**src/rtl/adc_sample_sequencer.sv**
```systemverilog
// ADC scan sequencer: walks the channels selected in the mask, settles the
// analog mux, fires a conversion, collects each result, and raises an
// end-of-sweep interrupt.
module adc_sample_sequencer #(
  parameter int unsigned NUM_CH         = 8,
  parameter int unsigned RES_W          = 12,
  parameter int unsigned SETTLE_CYCLES  = 16,
  parameter int unsigned TIMEOUT_CYCLES = 1023
) (
  input  logic                      PCLK,
  input  logic                      PRESETn,
  input  logic                      cfg_enable,
  input  logic [NUM_CH-1:0]         cfg_ch_mask,
  input  logic [15:0]               cfg_period,
  input  logic                      sw_trigger,
  input  logic                      err_clr,
  output logic [$clog2(NUM_CH)-1:0] adc_amux,
  output logic                      adc_start,
  input  logic                      adc_done,
  input  logic [RES_W-1:0]          adc_data,
  output logic                      res_valid,
  output logic [$clog2(NUM_CH)-1:0] res_ch,
  output logic [RES_W-1:0]          res_data,
  output logic                      seq_busy,
  output logic                      seq_done_irq,
  output logic                      timeout_err,
  output logic                      overrun_err
);
  localparam int unsigned CH_W    = $clog2(NUM_CH);
  localparam int unsigned CNT_MAX = (TIMEOUT_CYCLES > SETTLE_CYCLES) ? TIMEOUT_CYCLES : SETTLE_CYCLES;
  localparam int unsigned CNT_W   = $clog2(CNT_MAX + 1);

  typedef enum logic [2:0] {IDLE, SELECT, SETTLE, START, WAIT_DONE, STORE} state_t;

  state_t            state;
  logic [NUM_CH-1:0] work_mask;
  logic [NUM_CH-1:0] mask_left;
  logic [CH_W-1:0]   low_ch;
  logic [CNT_W-1:0]  cnt;
  logic              pending;

  logic              en_q;
  logic [15:0]       period_q;
  logic [15:0]       per_cnt;
  logic              per_run;
  logic              per_load;
  logic              tick;
  logic              trig;
  logic              timeout_hit;
  logic              overrun_hit;

  // Period timer restarts from a fresh load on enable rise or period change.
  assign per_run  = cfg_enable && (cfg_period != 16'd0);
  assign per_load = !en_q || (cfg_period != period_q);
  assign tick     = per_run && !per_load && (per_cnt == 16'd0);
  assign trig     = cfg_enable && (sw_trigger || tick);

  always_ff @(posedge PCLK or negedge PRESETn) begin
    if (!PRESETn) begin
      en_q     <= 1'b0;
      period_q <= '0;
      per_cnt  <= '0;
    end else begin
      en_q     <= cfg_enable;
      period_q <= cfg_period;
      if (!per_run)
        per_cnt <= '0;
      else if (per_load || (per_cnt == 16'd0))
        per_cnt <= cfg_period - 16'd1;
      else
        per_cnt <= per_cnt - 16'd1;
    end
  end

  always_comb begin
    low_ch = '0;
    for (int unsigned i = 0; i < NUM_CH; i++)
      if (work_mask[NUM_CH-1-i]) low_ch = CH_W'(NUM_CH-1-i);
  end

  assign mask_left   = work_mask & ~(NUM_CH'(1) << adc_amux);
  assign timeout_hit = cfg_enable && (state == WAIT_DONE) && !adc_done &&
                       (cnt == CNT_W'(TIMEOUT_CYCLES - 1));
  assign overrun_hit = trig && (state != IDLE) && pending;
  assign seq_busy    = (state != IDLE);

  always_ff @(posedge PCLK or negedge PRESETn) begin
    if (!PRESETn) begin
      state        <= IDLE;
      work_mask    <= '0;
      cnt          <= '0;
      pending      <= 1'b0;
      adc_amux     <= '0;
      adc_start    <= 1'b0;
      res_valid    <= 1'b0;
      res_ch       <= '0;
      res_data     <= '0;
      seq_done_irq <= 1'b0;
      timeout_err  <= 1'b0;
      overrun_err  <= 1'b0;
    end else begin
      adc_start    <= 1'b0;
      res_valid    <= 1'b0;
      seq_done_irq <= 1'b0;
      // Set beats clear when both land in the same cycle.
      timeout_err  <= (timeout_err && !err_clr) || timeout_hit;
      overrun_err  <= (overrun_err && !err_clr) || overrun_hit;

      if (!cfg_enable) begin
        state   <= IDLE;
        pending <= 1'b0;
      end else begin
        if ((state != IDLE) && trig) pending <= 1'b1;
        // seq_done_irq is registered on entry to SELECT whenever nothing is left to convert.
        unique case (state)
          IDLE: begin
            if (trig || pending) begin
              work_mask    <= cfg_ch_mask;
              pending      <= 1'b0;
              seq_done_irq <= (cfg_ch_mask == '0);
              state        <= SELECT;
            end
          end
          SELECT: begin
            if (work_mask == '0) begin
              state <= IDLE;
            end else begin
              adc_amux <= low_ch;
              cnt      <= '0;
              state    <= SETTLE;
            end
          end
          SETTLE: begin
            if (cnt == CNT_W'(SETTLE_CYCLES - 1)) begin
              adc_start <= 1'b1;
              state     <= START;
            end else begin
              cnt <= cnt + 1'b1;
            end
          end
          START: begin
            cnt   <= '0;
            state <= WAIT_DONE;
          end
          WAIT_DONE: begin
            if (adc_done) begin
              res_data  <= adc_data;
              res_ch    <= adc_amux;
              res_valid <= 1'b1;
              state     <= STORE;
            end else if (timeout_hit) begin
              work_mask    <= mask_left;
              seq_done_irq <= (mask_left == '0);
              state        <= SELECT;
            end else begin
              cnt <= cnt + 1'b1;
            end
          end
          STORE: begin
            work_mask    <= mask_left;
            seq_done_irq <= (mask_left == '0);
            state        <= SELECT;
          end
          default: state <= IDLE;
        endcase
      end
    end
  end
endmodule

```
**config.mk**
```make
export PLATFORM = sky130hd
export DESIGN_NAME = adc_sample_sequencer
export DESIGN_NICKNAME = d
export VERILOG_FILES = /design/src/rtl/adc_sample_sequencer.sv
export SDC_FILE = /design/constraint.sdc
export NUM_CORES = 1
export LEC_CHECK = 0
export BUFFER_PORTS_ARGS = -buffer_cell sky130_fd_sc_hd__buf_4
export CAP_MARGIN = 20
export CORE_MARGIN = 4
export CORE_UTILIZATION = 30
export CTS_BUF_LIST = sky130_fd_sc_hd__clkbuf_2 sky130_fd_sc_hd__clkbuf_4 sky130_fd_sc_hd__clkbuf_8
export CTS_CLUSTER_DIAMETER = 200
export DETAILED_ROUTE_END_ITERATION = 12
export PLACE_DENSITY = 0.5
export SYNTH_ARGS = -nofsm -noshare
export SYNTH_HDL_FRONTEND = slang
export SYNTH_SLANG_ARGS = --single-unit
```
**constraint.sdc**
```tcl
create_clock -name PCLK -period 11.1 [get_ports PCLK]
set_input_delay 1.11 -clock PCLK [delete_from_list [all_inputs] [get_ports PCLK]]
set_output_delay 1.11 -clock PCLK [all_outputs]
set_load 0.01 [all_outputs]
```
==> results_dict.tcl, run 1 <==
set metrics [dict create \
    cts_buffers 9 \
    drv_cap 0 \
    finalMaxSlewViolations 0 \
    cts_setup_buffers 0 \
    fin_crit_ns 4.39 \
    rsz0062_at_grt "false" \
    port_buffers 65 \
    cts_root_buffer "clkbuf_8" \
    finalCritPeriodShare 0.396 \
    dr_total_vias 3344 \
    gp_congestion 0.813 \
    grt_pass1_wl_microns 16700 \
    place_hpwl_microns 7020 \
    fmaxAchievable_mhz 228 \
    synth_edf_count 0 \
    worst-slew-pin-transition_ns 0.880 \
    ys_seq_elements 78 \
    hp-class "register to register" \
    diodes 0 \
    worstSetupPathType "register to register" \
    cts_sinks 78 \
    viasPerCell 4.97 \
    synth_nets 478 \
    die_height_microns 124 \
    grt_overflow 0 \
    synthToLayoutAreaGrowth_pct 20.8 \
    finalSetupViolCount 0 \
    die_x_microns 124 \
    status "completed" \
    synth-seq-area-share 0.480 \
    regArea_sq_um 1950 \
    row_count 42 \
    grt_max_degree 79 \
    crit_required_ns 11.37 \
    dp.cells 657 \
    insertion_delay_ns 0.36 \
    grt_use_total 0.130 \
    relSlewSlack 0.412 \
    arrival_ns 4.67 \
    max-vdd-ir-drop_mv 0.0459 \
    postRouteAntennaNets 0 \
    routed_wl_microns 9880 \
    nFillCells 1393 \
    drc_errors 0 \
    end_kind "register" \
    yosys.area.top_type "dfrtp_1" \
    core_sq_um 13200 \
    fin_nets 538 \
    hp-start "res_data[9]$_DFFE_PN0P_" \
    postSynthAreaPerCell_sq_um 9.39 \
    multiInputGateArea_sq_um 2020 \
    die_area_sq_um 15500 \
    clockBufferDepth 2 \
    synth_top_area_frac 0.480 \
    clock_skew_ns 0.0103 \
    finalPower_mw 0.681 \
    clk_pin_slew_ns 0.08 \
    synthTopCellsByArea "dfrtp_1, nand2_1, nor2_1, xnor2_1, xor2_1" \
    drt-pass1-iter-count 4 \
    antenna_found_initial 0 \
    p_leak_nw 2.23 \
    hold_violations 0 \
    async_flop_share 1.00 \
    grt_pass1_vias 3300 \
    wire_per_inst_microns 14.7 \
    cts_resized 0 \
    drt-initial-drc-count 216 \
    postCtsHoldBufs 0 \
    cts_tree "yes" \
    start_util 0.307 \
    reg2reg_from "per_cnt[9]$_DFF_PN0_" \
    final.setup.tns_ns 0 \
    crit_path_start_kind "register" \
    cp_max_fo 28 \
    synth_cell_types 53 \
    syn_inst 433 \
    layout-drive-gt1-share 0.193 \
    final_cells 673 \
    yosysWarnings 0 \
    synthesis.area_sq_um 4070 \
    power_density_nw_per_um2 139 \
    startpoint "per_cnt[9]$_DFF_PN0_" \
    htreeDepth 3 \
    boundaryPins 66 \
    synth_flop_cell "dfrtp_1" \
]
-- cells in the final DEF (no fill, tap or decap), types with 10 or more instances in the layout --
cell      netlist  final
xor2_1         13     13
o21ai_0        14     14
nor4_1         10     10
nor3_1         10     10
clkbuf_8        0     11
nand3_1        17     17
nor2_1         48     48
and3_1         14     14
mux2i_1        10     10
nand2_1        62     62
buf_4           0     66
xnor2_1        20     20
dfrtp_1        78     78
-- layout make-up --
class | instances | area share
Clock buffer | 11 | 0.0308
Timing Repair Buffer | 67 | 0.106
Tap cell | 176 | 0.0448
Clock inverter | 4 | 0.00458
Inverter | 8 | 0.00611
Sequential cell | 78 | 0.397
Multi-Input combinational cell | 329 | 0.410
-- cells in the mapped netlist (all sizes together) (7+ instances only) --
| cell | n |
|---|---|
| or3 | 8 |
| xnor2 | 20 |
| o31ai | 8 |
| nor3 | 10 |
| nand2 | 62 |
| dfrtp | 78 |
| nor2 | 49 |
| inv | 8 |
| and3 | 14 |
| nand3 | 18 |
| o21ai | 17 |
| nor4 | 11 |
| xor2 | 13 |
| a221o | 8 |
| mux2i | 10 |
| a21oi | 7 |
| clkbuf | 15 |
| nand4 | 7 |
-- metal layers --
metal,vias up,GRT usage,share of wire
li1,1664,-,-
met1,1587,0.179,0.49
met2,86,0.201,0.45
met3,7,0.0386,0.045
met4,0,0.0368,0.011
met5,-,0,0
-- critical path, stage by stage (launching register included) --
cell,delay [ns]
dfrtp_1,0.41
or4_4,0.56
or4_1,0.46
or4_4,0.53
nand3_2,0.47
mux2i_1,0.30
ha_1,0.27
nand2_1,0.09
or3_1,0.30
mux2i_1,0.37
nand3_1,0.15
xor2_1,0.16
a211oi_1,0.22
-- per-stage QoR --
stage | instance area (sq um) | setup slack (ns) | utilization | hold slack [ns]
2_1_floorplan | 4070 | 7.14 | - | 0.476
3_3_place_gp | 4710 | 6.49 | 0.356 | 0.463
3_5_place_dp | 4710 | 6.40 | 0.356 | 0.467
4_1_cts | 4890 | 6.70 | 0.369 | 0.494
5_1_grt | 4910 | 6.37 | 0.371 | 0.523
6_report | 4910 | 6.71 | 0.371 | 0.486
-- cells by family after synthesis --
logic type / synth area share
compound gates: 0.118
xor+xnor: 0.0711
fa+ha+maj: 0.00923
buf+inv: 0.0246
flops: 0.480
mux: 0.0384
simple gates: 0.259
-- worst paths after layout --
path / to / slack, ns / cells past startpoint
hold reg to reg: res_data[9]$_DFFE_PN0P_ / 0.49 / 2
setup reg to reg: per_cnt[12]$_DFF_PN0_ / 6.71 / 12
hold / removal: res_data[9]$_DFFE_PN0P_ / 0.49 / 2
min in group asynchronous: cnt[3]$_DFFE_PN0P_ / 0.67 / 1
setup / recovery: per_cnt[12]$_DFF_PN0_ / 6.71 / 12
max in group asynchronous: period_q[10]$_DFF_PN0_ / 9.83 / 2
-- power by group --
group	switching, mW	leakage [nW]	internal (mW)	total [mW]
clock	0.104	0.0910	0.0910	0.195
sequential	0.0427	1.01	0.311	0.354
combinational	0.0648	1.13	0.0674	0.132
total	0.212	2.23	0.469	0.681
-- registers in the layout (all words and copies together) (netlist names), 3 cells and up --
register / count
res_ch: 3
work_mask: 8
per_cnt: 16
period_q: 16
cnt: 10
res_data: 12
state: 3
adc_amux: 3
Note: power is estimated with default switching activity, not from simulation.
==> run 2, diff against run 1 <==
ABC_AREA = 1   (was default)
PLACE_DENSITY = 0.49   (was 0.5)
clock period = 4.5 ns   (was 11.1 ns; I/O delays follow)
==> run 2 against run 1 <==
Effect of this change:
- clock power grew to 2.6 times the previous value
- via count increased by 19%
- count of clock-buffer cells in the layout increased by 3
- worst setup slack worse by 5.0 ns
- sequential power grew to 2.7 times the previous value
- global-route usage increased by 0.82 points
- largest cell class unchanged
- non-clock buffer count up 2
==> results_dict.tcl, run 2 <==
set metrics [dict create \
    grt_use_total 0.139 \
    insertion_delay_ns 0.36 \
    die_height_microns 129 \
    crit_path_start_kind "register" \
    hp-class "input pin to register" \
    cp_max_fo 26 \
    clockPowerShare 0.234 \
    seqPwrFrac 0.450 \
    wl_met3_microns 380 \
    dpl_cell_area_sq_um 5070 \
    synth_cell_types 37 \
    reg2reg_depth 13 \
    async_flop_share 1.00 \
    rsz0062_at_grt "false" \
    synthToLayoutAreaGrowth_pct 19.9 \
    grt_overflow 0 \
    fmaxAchievable_mhz 363 \
    synth_flop_cell "dfrtp_1" \
    synthTopCellsByArea "dfrtp_1, nand2_1, inv_1, o21ai_0, nor2_1" \
    diodes 0 \
    synth_nets 649 \
    finalMaxSlewViolations 0 \
    p_sw_mw 0.768 \
    final_area_sq_um 5290 \
    top_layer "met4" \
    status "completed" \
    cpMostUsedCell "nand2_1" \
    row_count 44 \
    regToRegSetupSlack_ns 1.74 \
    clock_skew_ns 0.00570 \
    syn_inst 604 \
    yosysMostFrequentCell "nand2_1" \
    dp.cells 843 \
    cts_buffers 9 \
    yosys.area.top_type "dfrtp_1" \
    max-vdd-ir-drop_mv 0.149 \
    antenna_found_initial 0 \
    finalCritPeriodShare 0.613 \
    postSynthAreaPerCell_sq_um 7.30 \
    fin_hold_ws_ns 0.208 \
    boundaryPins 66 \
    wire_per_inst_microns 12.8 \
    yosysWarnings 0 \
    die_x_microns 129 \
    routed_wl_microns 11000 \
    timing.critical_path.buf_inv 1 \
    layout_commonest_cell "nand2_1" \
    drv_cap 0 \
    synthTopCellsByCount "nand2_1, inv_1, dfrtp_1, nor2_1, o21ai_0" \
    ys_seq_elements 78 \
    fin_crit_ns 2.76 \
    synth-seq-area-share 0.443 \
    htreeDepth 3 \
    reg.largest.list "per_cnt: 16 flops, period_q: 16 flops, res_data: 12 flops" \
    cp_slowest_stage_delay_ns 0.50 \
    dr_total_vias 3970 \
    viasPerCell 4.62 \
    drt-pass1-iter-count 4 \
    drc_errors 0 \
    clockBufferDepth 2 \
    port_buffers 65 \
    layout_common_cells "nand2_1, inv_1, dfrtp_1, buf_4, nor2_1" \
    synth_edf_count 0 \
    crit_chain "xnor2_1 -> nand2_1 -> nor2_2 -> nand4_4 -> o21ai_2 -> ha_1 -> nand3_1 -> inv_2 -> nand2_2 -> nor2_1 -> nand2_1 -> nand2_1 -> nor2_1" \
    cts_setup_buffers 0 \
    fin_nets 717 \
    cts_tree "yes" \
    synth_top_area_frac 0.443 \
    worst-slew-pin-transition_ns 0.610 \
    start_util 0.304 \
    layout-drive-gt1-share 0.163 \
    wl_met2_microns 5340 \
    postRouteAntennaNets 0 \
    cts_sinks 78 \
    arrival_ns 3.02 \
    critPathCapture "per_cnt[12]$_DFF_PN0_" \
    power_density_nw_per_um2 402 \
    cp_num_cells 13 \
    synthesis.area_sq_um 4410 \
    intPower_mw 1.35 \
    crit_slowest_cell "nor2_2" \
    netSwitchingFraction 0.362 \
    finalSetupViolCount 0 \
    hold_violations 0 \
    end_kind "register" \
    drt-initial-drc-count 204 \
    startpoint "period_q[6]$_DFF_PN0_" \
    final.setup.tns_ns 0 \
    gp_congestion 0.808 \
    regToRegEndpoint "per_cnt[12]$_DFF_PN0_" \
    grt_pass1_wl_microns 18400 \
    relSlewSlack 0.593 \
    clk_pin_slew_ns 0.08 \
    core_sq_um 14500 \
    place_hpwl_microns 8320 \
    crit_required_ns 4.76 \
    worstSetupPathType "register to register" \
    combPwrFrac 0.316 \
    final_cells 860 \
    drt-met1-wl_microns 5140 \
    p_leak_nw 2.67 \
    grt_pass1_vias 3804 \
    cp_top_family "simple AND/OR/NAND/NOR gates" \
    die_area_sq_um 16700 \
    cts_root_buffer "clkbuf_8" \
    grt_max_degree 79 \
    reg2reg_from "period_q[6]$_DFF_PN0_" \
]
## run 2: worst min path at each step
stage | startpoint | endpoint | depth (start not counted)
after global placement | res_data[11]$_DFFE_PN0P_ | res_data[11]$_DFFE_PN0P_ | 2
after floorplan | PRESETn | adc_amux[0]$_DFFE_PN0P_ | 0
after detailed placement | res_data[1]$_DFFE_PN0P_ | res_data[1]$_DFFE_PN0P_ | 2
after CTS | cfg_period[15] | period_q[15]$_DFF_PN0_ | 1
after global routing | cfg_period[15] | period_q[15]$_DFF_PN0_ | 1
final | cfg_period[15] | period_q[15]$_DFF_PN0_ | 1
## run 2: what timing repair did
item | in CTS | in global routing
endpoints found under the hold margin | 0 | 21
hold buffers | 0 | 1
resized for setup | 0 | 0
## run 2: worst reg2reg max path, stage by stage (launching register included)
cell	delay, ns
dfrtp_1	0.38
xnor2_1	0.16
nand2_1	0.08
nor2_2	0.50
nand4_4	0.41
o21ai_2	0.30
ha_1	0.23
nand3_1	0.14
inv_2	0.12
nand2_2	0.09
nor2_1	0.10
nand2_1	0.05
nand2_1	0.05
nor2_1	0.04
## run 2: power groups by stage
stage / registers (mW) / clock network (mW) / logic, mW
3_5_place_dp: 0.965 / 0 / 0.677
4_1_cts: 0.954 / 0.522 / 0.677
6_report: 0.954 / 0.498 / 0.670
5_1_grt: 0.976 / 0.558 / 0.765
2_1_floorplan: 0.973 / 0 / 0.375
3_3_place_gp: 0.966 / 0 / 0.674
## run 2: metal layers
| metal | global-route usage | vias to the layer above |
|---|---|---|
| met2 | 0.233 | 53 |
| met5 | 0 | - |
| li1 | - | 2061 |
| met1 | 0.175 | 1842 |
| met3 | 0.0375 | 14 |
| met4 | 0.0420 | 0 |
## run 2: area by class of cell
type	count	area [sq um]
fillers	1556	9190
multi-input cells	417	2020
flip-flops and latches	78	1950
repair buffers	69	541
inverters	97	364
well taps	184	230
clock buffers	14	174
clock inverters	1	5.00
## run 2: cells by family after synthesis
group,after synthesis,synth area share
and+or+nand+nor,324,0.324
buffers and inverters,109,0.0991
xor gates and xnor gates,12,0.0238
DFF,78,0.443
muxes,3,0.00681
AOI/OAI and AO/OA,75,0.0951
adders and majority gates,3,0.00852
## run 2: per-stage QoR
stage | power (mW) | worst slack, ns | utilization
3_5_place_dp | 1.64 | 1.61 | 0.350
6_report | 2.12 | 1.74 | 0.365
4_1_cts | 2.15 | 1.76 | 0.362
2_1_floorplan | 1.35 | 2.50 | -
3_3_place_gp | 1.64 | 1.64 | 0.350
5_1_grt | 2.30 | 1.40 | 0.365
